<file path="config.mk">
export PLATFORM = sky130hd
export DESIGN_NAME = ps2_host_tx
export DESIGN_NICKNAME = d
export VERILOG_FILES = /design/src/rtl/ps2_host_tx.sv
export SDC_FILE = /design/constraint.sdc
export NUM_CORES = 1
export LEC_CHECK = 0
export CAP_MARGIN = 20
export CORE_UTILIZATION = 40
export CTS_CLUSTER_SIZE = 16
export DETAILED_ROUTE_END_ITERATION = 12
export PLACE_DENSITY = 0.6
export SYNTH_ARGS = -nofsm -noshare
export SYNTH_HDL_FRONTEND = slang
export SYNTH_SLANG_ARGS = --single-unit
</file>
<file path="constraint.sdc">
create_clock -name CLOCK -period 4.41 [get_ports CLOCK]
set_input_delay 0.6615 -clock CLOCK [delete_from_list [all_inputs] [get_ports CLOCK]]
set_output_delay 0.6615 -clock CLOCK [all_outputs]
set_load 0.05 [all_outputs]
</file>
<file path="src/rtl/ps2_host_tx.sv">
// ps2_host_tx -- host-to-device PS/2 transmitter.
//
// Sends one command byte (e.g. 0xF4 enable reporting, 0xFF reset) to a PS/2
// mouse or keyboard over the shared open-drain clock/data pair. The sequence is:
// hold the clock low (inhibit), pull data low (start bit), release the clock,
// then shift 8 data bits LSB first, odd parity and a released stop bit on
// device-generated falling edges. Finally sample the device ACK and wait for
// both lines to go idle.
//
// Ports:
//   CLOCK       in   system clock (50 MHz nominal)
//   reset       in   asynchronous active-high reset
//   tx_data     in   [7:0] command byte
//   tx_valid    in   request to send tx_data (ignored unless tx_ready)
//   tx_ready    out  idle and able to accept a byte
//   done        out  one-cycle pulse when a transfer ends (ok or error)
//   err         out  one-cycle pulse with done on NACK or timeout
//   rx_inhibit  out  high whenever the transmitter is not idle
//   ps2ck_in    in   raw PS/2 clock line
//   ps2dt_in    in   raw PS/2 data line
//   ps2ck_oe    out  1 pulls the PS/2 clock low (registered)
//   ps2dt_oe    out  1 pulls the PS/2 data low (registered)
module ps2_host_tx #(
  parameter int INHIBIT_CYCLES = 6000,
  parameter int SETUP_CYCLES   = 50,
  parameter int TIMEOUT_CYCLES = 1000000
) (
  input  logic       CLOCK,
  input  logic       reset,
  input  logic [7:0] tx_data,
  input  logic       tx_valid,
  output logic       tx_ready,
  output logic       done,
  output logic       err,
  output logic       rx_inhibit,
  input  logic       ps2ck_in,
  input  logic       ps2dt_in,
  output logic       ps2ck_oe,
  output logic       ps2dt_oe
);

  // One shared counter times inhibit, setup and the transfer timeout.
  localparam int CNT_MAX_A = (INHIBIT_CYCLES > SETUP_CYCLES) ? INHIBIT_CYCLES : SETUP_CYCLES;
  localparam int CNT_MAX   = (CNT_MAX_A > TIMEOUT_CYCLES) ? CNT_MAX_A : TIMEOUT_CYCLES;
  localparam int CW        = $clog2(CNT_MAX + 1);

  typedef enum logic [2:0] {
    IDLE    = 3'd0,
    INHIBIT = 3'd1,
    SETUP   = 3'd2,
    SHIFT   = 3'd3,
    ACK     = 3'd4,
    RELEASE = 3'd5
  } state_t;

  state_t        state_reg,  state_next;
  logic [CW-1:0] cnt_reg,    cnt_next;
  logic [3:0]    bitcnt_reg, bitcnt_next;
  logic [7:0]    shreg_reg,  shreg_next;
  logic          par_reg,    par_next;
  logic          nack_reg,   nack_next;
  logic          ck_oe_reg,  ck_oe_next;
  logic          dt_oe_reg,  dt_oe_next;
  logic          done_reg,   done_next;
  logic          err_reg,    err_next;
  logic          timeout;

  // ---------------------------------------------------------------------------
  // Input conditioning: index 0 = clock line, index 1 = data line.
  // Synchronizers reset to 1 so an idle (pulled-up) bus never looks like a fall.
  // ---------------------------------------------------------------------------
  logic [1:0] pin_in;
  logic [1:0] sync_reg [2];
  logic       ck_s;
  logic       dt_s;
  logic       ck_prev_reg;
  logic       fall_reg;

  assign pin_in = {ps2dt_in, ps2ck_in};

  genvar gi;
  generate
    for (gi = 0; gi < 2; gi++) begin : g_sync
      always_ff @(posedge CLOCK or posedge reset) begin
        if (reset) begin
          sync_reg[gi] <= 2'b11;
        end else begin
          sync_reg[gi] <= {sync_reg[gi][0], pin_in[gi]};
        end
      end
    end
  endgenerate

  assign ck_s = sync_reg[0][1];
  assign dt_s = sync_reg[1][1];

  // Registered falling-edge detect: pin change -> fall_reg high 3 cycles later.
  always_ff @(posedge CLOCK or posedge reset) begin
    if (reset) begin
      ck_prev_reg <= 1'b1;
      fall_reg    <= 1'b0;
    end else begin
      ck_prev_reg <= ck_s;
      fall_reg    <= ~ck_s & ck_prev_reg;
    end
  end

  // ---------------------------------------------------------------------------
  // FSM state and registered outputs
  // ---------------------------------------------------------------------------
  always_ff @(posedge CLOCK or posedge reset) begin
    if (reset) begin
      state_reg  <= IDLE;
      cnt_reg    <= '0;
      bitcnt_reg <= '0;
      shreg_reg  <= '0;
      par_reg    <= 1'b0;
      nack_reg   <= 1'b0;
      ck_oe_reg  <= 1'b0;
      dt_oe_reg  <= 1'b0;
      done_reg   <= 1'b0;
      err_reg    <= 1'b0;
    end else begin
      state_reg  <= state_next;
      cnt_reg    <= cnt_next;
      bitcnt_reg <= bitcnt_next;
      shreg_reg  <= shreg_next;
      par_reg    <= par_next;
      nack_reg   <= nack_next;
      ck_oe_reg  <= ck_oe_next;
      dt_oe_reg  <= dt_oe_next;
      done_reg   <= done_next;
      err_reg    <= err_next;
    end
  end

  // tx_ready stays low during the done cycle so a new byte is accepted at the
  // earliest on the cycle after done.
  assign tx_ready   = (state_reg == IDLE) && !done_reg;
  assign rx_inhibit = (state_reg != IDLE);
  assign done       = done_reg;
  assign err        = err_reg;
  assign ps2ck_oe   = ck_oe_reg;
  assign ps2dt_oe   = dt_oe_reg;

  always_comb begin
    state_next  = state_reg;
    cnt_next    = cnt_reg;
    bitcnt_next = bitcnt_reg;
    shreg_next  = shreg_reg;
    par_next    = par_reg;
    nack_next   = nack_reg;
    ck_oe_next  = ck_oe_reg;
    dt_oe_next  = dt_oe_reg;
    done_next   = 1'b0;
    err_next    = 1'b0;
    timeout     = (state_reg inside {SHIFT, ACK, RELEASE}) &&
                  (cnt_reg == CW'(TIMEOUT_CYCLES - 1));

    case (state_reg)
      IDLE: begin
        if (tx_valid && tx_ready) begin
          shreg_next = tx_data;
          par_next   = ~^tx_data;
          ck_oe_next = 1'b1;
          cnt_next   = '0;
          state_next = INHIBIT;
        end
      end
      INHIBIT: begin
        if (cnt_reg == CW'(INHIBIT_CYCLES - 1)) begin
          cnt_next   = '0;
          dt_oe_next = 1'b1;          // start bit
          state_next = SETUP;
        end else begin
          cnt_next = cnt_reg + CW'(1);
        end
      end
      SETUP: begin
        if (cnt_reg == CW'(SETUP_CYCLES - 1)) begin
          ck_oe_next  = 1'b0;         // hand the clock to the device
          cnt_next    = '0;           // timeout window starts here
          bitcnt_next = '0;
          state_next  = SHIFT;
        end else begin
          cnt_next = cnt_reg + CW'(1);
        end
      end
      SHIFT: begin
        cnt_next = cnt_reg + CW'(1);
        if (fall_reg) begin
          bitcnt_next = bitcnt_reg + 4'd1;
          if (bitcnt_reg < 4'd8) begin
            dt_oe_next = ~shreg_reg[bitcnt_reg[2:0]];
          end else if (bitcnt_reg == 4'd8) begin
            dt_oe_next = ~par_reg;
          end else begin
            dt_oe_next = 1'b0;        // stop bit: line released high
            state_next = ACK;
          end
        end
      end
      ACK: begin
        cnt_next = cnt_reg + CW'(1);
        if (fall_reg) begin
          nack_next  = dt_s;
          state_next = RELEASE;
        end
      end
      RELEASE: begin
        cnt_next = cnt_reg + CW'(1);
        if (ck_s && dt_s) begin
          done_next  = 1'b1;
          err_next   = nack_reg;
          state_next = IDLE;
        end
      end
      default: begin
        state_next = IDLE;
      end
    endcase

    // Timeout overrides anything decided above, including a final edge.
    if (timeout) begin
      ck_oe_next = 1'b0;
      dt_oe_next = 1'b0;
      done_next  = 1'b1;
      err_next   = 1'b1;
      state_next = IDLE;
    end
  end

endmodule

</file>
==> flow_metrics.env, run 1 <==
export IMPL_status="completed"
export IMPL_ys_types=44
export IMPL_ys_ff_latch=47
export IMPL_post_route_period_util_pct=67.43
export IMPL_fillers=568
export IMPL_ant_nets=0
export IMPL_cts_tree="built"
export IMPL_worstPathRequired_ps=3750
export IMPL_hold_path_class="flip-flop to flip-flop"
export IMPL_core_area_um2=5921
export IMPL_hold_violations=0
export IMPL_yosysWarningCount=0
export IMPL_dpl_hpwl_mm=3.296
export IMPL_dr_pass1_iters=5
export IMPL_syn_avg_cell_area_um2=10.30
export IMPL_rsz0062_at_grt="no"
export IMPL_crit_family="buffers and inverters"
export IMPL_dieHeight_um=80.30
export IMPL_wl_met3_um=156
export IMPL_routed_wl_mm=4.685
export IMPL_syn2layout_area_growth_pct=16.02
export IMPL_diodes=0
export IMPL_synth_edf_count=0
export IMPL_avgRoutedWirePerCell_um=14.03
export IMPL_path_class="flip-flop to primary output"
export IMPL_tightestPinTransition_ps=651.9
export IMPL_num_rows=28
export IMPL_peakVddDrop_v=0.0002402
export IMPL_fin_tns_setup_ps=0
export IMPL_syn_num_nets=255
export IMPL_start_util_pct=41.42
export IMPL_drc=0
export IMPL_die_area_um2=6448
export IMPL_met1_length_mm=2.447
export IMPL_max_stage_delay_ps=800
export IMPL_cts_setup_buffers=0
export IMPL_grt_pass1_wl_mm=8.266
export IMPL_p_int_mw=0.9422
export IMPL_hold_buffers=0
export IMPL_slew_headroom_pct=56.54
export IMPL_pwr_share_comb_pct=35.0
export IMPL_critPathCapture="tx_ready"
export IMPL_placed_cell_area_um2=2698
export IMPL_nets=275
export IMPL_crit_arrival_ps=2310
export IMPL_dr_max_layer_used="met4"
export IMPL_path_clk_slew_ps=100
export IMPL_route_vias_total=1724
export IMPL_drive_gt1_share_pct=14.67
export IMPL_clockBufferDepth=2
export IMPL_crit_fanout=11
export IMPL_synth_top_area_share_pct=42.86
export IMPL_portBuffers=18
export IMPL_largest_reg_flops=20
export IMPL_crit_slowest_cell="clkdlybuf4s50_1"
export IMPL_startpoint="state_reg[2]"
export IMPL_netlist_area_um2=2452
export IMPL_r2r_start="cnt_reg[11]"
export IMPL_place_ws_ps=1727
export IMPL_cts_root_buf="clkbuf_8"
export IMPL_min_period_ps=2974
export IMPL_r2r_slack_ps=1770
export IMPL_io_pins=19
export IMPL_antenna_found_initial=0
export IMPL_synth_cells=238
export IMPL_fmax_mhz=336.3
export IMPL_yosysTopAreaCell="dfrtp_1"
export IMPL_power_density_nw_per_um2=522.1
export IMPL_setup_ws_ps=1436
export IMPL_clock_latency_ps=300
export IMPL_vias_per_cell=5.162
export IMPL_grt_pass1_vias=1664
export IMPL_gp_congestion=0.7834
export IMPL_h_tree_depth=2
export IMPL_path_depth=4
export IMPL_cts_buffers=5
export IMPL_r2r_end="state_reg[0]"
export IMPL_slew_violations=0
export IMPL_p_sw_mw=0.5431
export IMPL_seqPwrFrac_pct=43.1
export IMPL_final_area_um2=2845
export IMPL_post_cts_resized=0
export IMPL_synthFlopType="dfrtp_1"
export IMPL_gr_total_overflow=0
export IMPL_grt_max_degree=48
export IMPL_wl_met2_mm=2.026
export IMPL_r2r_cells=6
export IMPL_leakage_nw=1.241
export IMPL_path_buf_inv=2
export IMPL_drv_cap=0
export IMPL_seq_area_frac_synth_pct=48.21
export IMPL_track_usage_pct=16.72
export IMPL_clkPwrFrac_pct=22.0
export IMPL_cts_sinks=47
export IMPL_skew_ps=11.09
export IMPL_synthArstFlopShare_pct=100.0
export IMPL_crit_chain="nor3_1 > inv_1 > nor2_1 > clkdlybuf4s50_1"
export IMPL_yosys_top_cells_area="dfrtp_1 43%, xnor2_1 6.1%, dfstp_2 5.4%"
export IMPL_drtIter0Drc=131
export IMPL_die_w_um=80.30
export IMPL_setup_violations=0
export IMPL_start_kind="flip-flop"
export IMPL_switching_share_pct=36.57
export IMPL_worst_setup_path_end_kind="primary output"
-- cell families (layout without fill, tap and decap cells) --
logic type                 count (synthesis)  count (layout)  synth area share (%)
and+or+nand+nor                          113             113                 24.85
DFF                                       47              47                 48.21
xor gates and xnor gates                  27              27                 9.643
AOI/OAI and AO/OA                         20              20                 6.735
buffers and inverters                     16              37                 2.551
muxes                                     11              11                 5.969
adders and majority gates                  4               4                 2.041
-- power by group through the flow --
stage                     clock, mW  combinational, mW  sequential (mW)
after floorplan                   0              0.410            0.612
after global placement            0              0.492            0.647
after detailed placement          0              0.501            0.648
after CTS                     0.334              0.502            0.640
after global routing          0.355              0.577            0.657
final                         0.326              0.519            0.640
-- layout make-up --
type | count | area [µm²] | area share [%]
Clock buffer | 5 | 68.82 | 2.419
Inverter | 9 | 33.78 | 1.187
Sequential cell | 47 | 1182 | 41.56
Tap cell | 75 | 93.84 | 3.298
Timing Repair Buffer | 20 | 211.5 | 7.432
Multi-Input combinational cell | 175 | 1207 | 42.44
Clock inverter | 3 | 47.55 | 1.671
-- worst min path at each step --
stage	from	to	slack, ps	cells past startpoint
finish	sync_reg[0]	dt_s	360	0
global placement	sync_reg[2]	ck_s	350	0
floorplan	sync_reg[2]	ck_s	350	0
global route	sync_reg[0]	dt_s	360	0
detailed placement	sync_reg[0]	dt_s	350	0
CTS	sync_reg[0]	dt_s	360	0
-- routing by layer --
metal	vias up	global-route usage, %
met5	-	0
met2	46	24.19
met3	4	3.068
met4	0	4.286
met1	816	25.43
li1	858	-
-- per-stage QoR --
| stage | std cells | total power, mW | hold slack (ps) | utilization [%] |
|---|---|---|---|---|
| floorplan | 238 | 1.022 | 345.2 | - |
| global placement | 324 | 1.138 | 346.4 | 45.56 |
| detailed placement | 324 | 1.149 | 346.8 | 45.56 |
| CTS | 332 | 1.477 | 360.0 | 47.53 |
| global route | 334 | 1.589 | 362.6 | 48.06 |
| finish | 334 | 1.485 | 358.9 | 48.06 |
-- synth_stat cells, types with 7 or more instances --
cell	n
nor3_1	13
and3_1	8
nand2_1	16
nand3_1	11
inv_1	9
mux2_2	9
nor2_1	31
xor2_1	10
dfrtp_1	42
nor2b_1	8
nand4_1	7
xnor2_1	17
-- layout by cell type, fill, tap and decap left out, types with 2 or more instances in the layout --
| cell | instances |
|---|---|
| and3_1 | 8 |
| nand2_1 | 16 |
| nor2b_1 | 8 |
| dfrtp_1 | 42 |
| o21ai_0 | 3 |
| clkdlybuf4s50_1 | 18 |
| xnor2_1 | 17 |
| ha_1 | 4 |
| nand3_1 | 11 |
| xor2_1 | 10 |
| mux2_2 | 9 |
| nand2b_1 | 4 |
| nor4_1 | 5 |
| o31ai_1 | 3 |
| nor3_1 | 13 |
| nand4_1 | 7 |
| inv_1 | 8 |
| a21oi_1 | 2 |
| mux4_2 | 2 |
| dfstp_2 | 5 |
| clkbuf_8 | 5 |
| nor2_1 | 31 |
(Power assumes the default switching activity.)
==> inputs of run 2 (changes only) <==
==> constraint.sdc (replaced) <==
create_clock -name CLOCK -period 2.85 [get_ports CLOCK]
set_input_delay 0.4275 -clock CLOCK [delete_from_list [all_inputs] [get_ports CLOCK]]
set_output_delay 0.4275 -clock CLOCK [all_outputs]
set_load 0.05 [all_outputs]
==> run 2 against run 1 <==
  * Critical path depth unchanged
  * Combinational power increased by 60%
  * Setup slack got worse by 1300 ps
  * Die area unchanged
  * Sequential cell count unchanged
  * Total power increased by 47%
  * Largest cell class unchanged
  * Highest routed layer is now met3
==> flow_metrics.env, run 2 (synthesis gave the netlist of run 1 again) <==
export IMPL_placed_cell_area_um2=2750
export IMPL_worstHoldEndpoint="ck_s"
export IMPL_diodes=0
export IMPL_hold_buffers=0
export IMPL_leakage_nw=1.243
export IMPL_status="completed"
export IMPL_setup_ws_ps=153.9
export IMPL_drtIter0Drc=98
export IMPL_peakVddDrop_v=0.0003196
export IMPL_path_clk_slew_ps=90
export IMPL_gp_congestion=0.8237
export IMPL_grt_pass1_wl_mm=8.418
export IMPL_cts_root_buf="clkbuf_8"
export IMPL_fillers=576
export IMPL_dieHeight_um=80.30
export IMPL_cts_tree="built"
export IMPL_worstPathRequired_ps=2420
export IMPL_place_ws_ps=461.9
export IMPL_avgRoutedWirePerCell_um=14.32
export IMPL_antenna_found_initial=0
export IMPL_tightestPinTransition_ps=550.1
export IMPL_num_rows=28
export IMPL_final_common_cell="dfrtp_1"
export IMPL_slew_violations=0
export IMPL_r2r_start="cnt_reg[11]"
export IMPL_cts_setup_buffers=0
export IMPL_r2r_cells=6
export IMPL_setup_violations=0
export IMPL_clock_latency_ps=300
export IMPL_portBuffers=18
export IMPL_crit_chain="nor3_1 > inv_1 > nor2_1 > clkdlybuf4s50_1"
export IMPL_hold_path_class="flip-flop to flip-flop"
export IMPL_hold_violations=0
export IMPL_io_pins=19
export IMPL_r2r_slack_ps=570
export IMPL_max_stage_delay_ps=800
export IMPL_rsz0062_at_grt="no"
export IMPL_nets=280
export IMPL_met3_usage_pct=3.750
export IMPL_dr_pass1_iters=4
export IMPL_drv_cap=0
export IMPL_route_vias_total=1789
export IMPL_dpl_hpwl_mm=3.542
export IMPL_fin_tns_setup_ps=0
export IMPL_core_area_um2=5921
export IMPL_worst_setup_path_end_kind="primary output"
export IMPL_final_util_pct=47.82
export IMPL_place_inst=331
export IMPL_fin_cells=339
export IMPL_grt_max_degree=25
export IMPL_ant_nets=0
export IMPL_final_cell_mix="42 x dfrtp_1, 31 x nor2_1, 18 x clkdlybuf4s50_1"
export IMPL_power_density_nw_per_um2=772.9
export IMPL_crit_fanout=12
export IMPL_drc=0
export IMPL_min_period_ps=2696
export IMPL_final_area_um2=2831
export IMPL_min_from="sync_reg[2]"
export IMPL_skew_ps=8.736
export IMPL_largest_reg_flops=20
export IMPL_start_kind="flip-flop"
export IMPL_grt_use_met1_pct=26.44
export IMPL_die_w_um=80.30
export IMPL_clockBufferDepth=2
export IMPL_grt_pass1_vias=1663
export IMPL_h_tree_depth=2
export IMPL_fmax_mhz=370.9
export IMPL_routed_wl_mm=4.854
export IMPL_vias_per_cell=5.277
export IMPL_post_route_period_util_pct=94.60
export IMPL_syn2layout_area_growth_pct=15.46
export IMPL_crit_slowest_cell="clkdlybuf4s50_1"
export IMPL_post_cts_resized=0
export IMPL_slew_headroom_pct=63.21
export IMPL_start_util_pct=41.42
export IMPL_track_usage_pct=17.41
export IMPL_drive_gt1_share_pct=15.53
export IMPL_busiest_layer="met1"
export IMPL_crit_arrival_ps=2270
export IMPL_grt_use_met2_pct=24.87
export IMPL_r2r_end="state_reg[0]"
export IMPL_cts_buffers=5
export IMPL_whs_path_depth=0
export IMPL_gr_total_overflow=0
export IMPL_die_area_um2=6448
export IMPL_cts_sinks=47
export IMPL_path_class="flip-flop to primary output"
==> run 2: cell types whose count changed in the layout (fill, tap and decap cells not counted), sizes merged <==
cell | previous run | this run
buf | 2 | 7
bufinv | 1 | 0
clkbuf | 5 | 7
inv | 10 | 9
==> run 2: metrics by stage <==
step	total power [mW]	hold slack (ps)
after floorplan	1.582	345.2
after global placement	1.803	346.4
after detailed placement	1.816	346.9
after CTS	2.217	353.1
after global routing	2.352	362.6
final	2.188	354.6
==> run 2: critical path: cells and delay by family, from the launching register on <==
kind	cells	cell delay, ps
buffers and inverters	2	930
and+or+nand+nor	2	520
DFF	1	510
==> run 2: layer usage <==
metal  vias to the layer above  wire [µm]
li1                        877          -
met1                       881       2521
met2                        31       2214
met3                         0        117
met4                         0          0
met5                         -          0
==> run 2: worst max path at each step <==
stage	slack, ps	from	to
final	150	state_reg[1]	tx_ready
after global routing	30	state_reg[1]	tx_ready
after CTS	120	state_reg[1]	tx_ready
after detailed placement	460	state_reg[1]	tx_ready
after global placement	540	state_reg[2]	tx_ready
after floorplan	430	state_reg[1]	tx_ready
==> run 2: where the power goes <==
group	leakage, nW	internal, mW	switching [mW]	total (mW)
Sequential	0.596	0.819	0.149	0.967
Combinational	0.605	0.380	0.449	0.829
Clock	0.0422	0.173	0.219	0.392
==> run 2: final cells by class <==
cell class,count,area [µm²],share of cell area (%)
clock inverters,1,5.005,0.1768
clock buffers,7,76.32,2.696
flip-flops and latches,47,1182,41.76
well taps,75,93.84,3.314
repair buffers,25,232.7,8.219
multi-input cells,175,1207,42.64
inverters,9,33.78,1.193
==> inputs of run 3 (changes only) <==
--- a/config.mk
+++ b/config.mk
@@ -6,10 +6,10 @@
 export NUM_CORES = 1
 export LEC_CHECK = 0
 export CAP_MARGIN = 20
-export CORE_UTILIZATION = 40
+export CORE_UTILIZATION = 55
 export CTS_CLUSTER_SIZE = 16
 export DETAILED_ROUTE_END_ITERATION = 12
-export PLACE_DENSITY = 0.6
+export PLACE_DENSITY = 0.78
 export SYNTH_ARGS = -nofsm -noshare
 export SYNTH_HDL_FRONTEND = slang
 export SYNTH_SLANG_ARGS = --single-unit
==> run 3 against run 2 <==
  * Critical endpoint unchanged
  * Total power is essentially flat
  * Sequential cell count is the same
  * Worst hold slack gained 5.0 ps
  * Maximum frequency grew 0.11%
  * Critical path depth is the same
  * Final cell count shrank 7.7%
  * Clock-buffer cell count shrank 1
==> flow_metrics.env, run 3 (synthesis gave the netlist of run 1 again) <==
export IMPL_grt_pass1_vias=1626
export IMPL_startpoint="state_reg[1]"
export IMPL_p_total_mw=2.188
export IMPL_status="completed"
export IMPL_slew_headroom_pct=63.89
export IMPL_regArea_um2=1182
export IMPL_grt_pass1_wl_mm=7.817
export IMPL_slew_violations=0
export IMPL_hold_buffers=0
export IMPL_start_util_pct=59.18
export IMPL_worstPathRequired_ps=2420
export IMPL_routed_wl_mm=4.683
export IMPL_clock_latency_ps=310
export IMPL_fin_tns_setup_ps=0
export IMPL_path_class="flip-flop to primary output"
export IMPL_hold_violations=0
export IMPL_portBuffers=18
export IMPL_avgRoutedWirePerCell_um=14.96
export IMPL_min_period_ps=2693
export IMPL_r2r_start="cnt_reg[11]"
export IMPL_path_clk_slew_ps=100
export IMPL_drc=0
export IMPL_route_vias_total=1776
export IMPL_rsz0062_at_grt="no"
export IMPL_cts_buffers=5
export IMPL_ant_nets=0
export IMPL_worst_setup_path_end_kind="primary output"
export IMPL_crit_fanout=12
export IMPL_tightestPinTransition_ps=541.6
export IMPL_cts_tree="built"
export IMPL_final_common_cell="dfrtp_1"
export IMPL_leakage_nw=1.237
export IMPL_post_cts_resized=0
export IMPL_cts_root_buf="clkbuf_8"
export IMPL_cts_setup_buffers=0
export IMPL_setup_violations=0
export IMPL_multi_input_area_um2=1207
export IMPL_crit_arrival_ps=2270
export IMPL_final_cell_mix="42 x dfrtp_1, 31 x nor2_1, 18 x clkdlybuf4s50_1"
export IMPL_vias_per_cell=5.674
export IMPL_syn2layout_area_growth_pct=14.03
export IMPL_nets=279
export IMPL_num_rows=23
export IMPL_start_kind="flip-flop"
export IMPL_io_pins=19
export IMPL_dieHeight_um=68.78
export IMPL_core_area_um2=4144
export IMPL_grt_max_degree=20
export IMPL_fmax_mhz=371.3
export IMPL_power_density_nw_per_um2=782.5
export IMPL_min_from="sync_reg[2]"
export IMPL_gp_congestion=0.8137
export IMPL_die_area_um2=4730
export IMPL_largest_reg_flops=20
export IMPL_hold_path_class="flip-flop to flip-flop"
export IMPL_drv_cap=0
export IMPL_skew_ps=15.48
export IMPL_h_tree_depth=2
export IMPL_cts_sinks=47
export IMPL_die_w_um=68.78
export IMPL_dr_pass1_iters=4
export IMPL_fillers=331
export IMPL_clockBufferDepth=2
export IMPL_diodes=0
export IMPL_drtIter0Drc=147
export IMPL_place_ws_ps=490.5
export IMPL_antenna_found_initial=0
export IMPL_track_usage_pct=23.07
export IMPL_dpl_hpwl_mm=3.414
export IMPL_gr_total_overflow=0
export IMPL_final_util_pct=67.48
export IMPL_setup_ws_ps=156.8
export IMPL_post_route_period_util_pct=94.50
export IMPL_peakVddDrop_v=0.0004791
export IMPL_drive_gt1_share_pct=15.59
-- run 3: cell count changes in the layout (fill, tap and decap cells not counted) --
cell and delta:
clkinvlp_4 +1, clkbuf_1 -1, buf_4 -1
-- run 3: power breakdown --
part | switching [mW] | internal (mW)
logic | 0.434 | 0.373
clock network | 0.225 | 0.172
registers | 0.167 | 0.818
total | 0.825 | 1.36
-- run 3: metal layers --
metal / global-route usage [%] / vias to the layer above / part of all wire, %
li1: - / 873 / -
met1: 34.61 / 866 / 51
met2: 33.33 / 31 / 45
met3: 4.934 / 6 / 3.2
met4: 6.888 / 0 / 1.3
met5: 0 / - / 0
-- run 3: path summary, 6_finish.rpt --
path	endpoint	slack, ps	cells past startpoint
max in group asynchronous	sync_reg[0]	1870	3
worst max register to register	state_reg[0]	570	6
min in group asynchronous	cnt_reg[5]	380	2
worst max-delay path	tx_ready	160	4
worst min-delay path	ck_s	360	0
worst min register to register	ck_s	360	0
-- run 3: final cells by class --
cell class,count,share of cell area (%)
Tap cell,50,2.237
Timing Repair Buffer,24,8.054
Clock buffer,6,2.595
Clock inverter,2,0.4474
Inverter,9,1.208
Sequential cell,47,42.28
Multi-Input combinational cell,175,43.18
-- run 3: worst max-delay path: stages (launching register included) --
cell and delay [ps]:
dfrtp_1 510, nor3_1 430, inv_1 120, nor2_1 100, clkdlybuf4s50_1 800
-- run 3: through the flow --
stage / area (µm²) / hold slack, ps / cells
finish: 2796 / 359.6 / 313
global route: 2796 / 363.6 / 313
CTS: 2796 / 360.0 / 313
detailed placement: 2711 / 347.8 / 305
global placement: 2711 / 347.4 / 305
floorplan: 2452 / 345.2 / 238
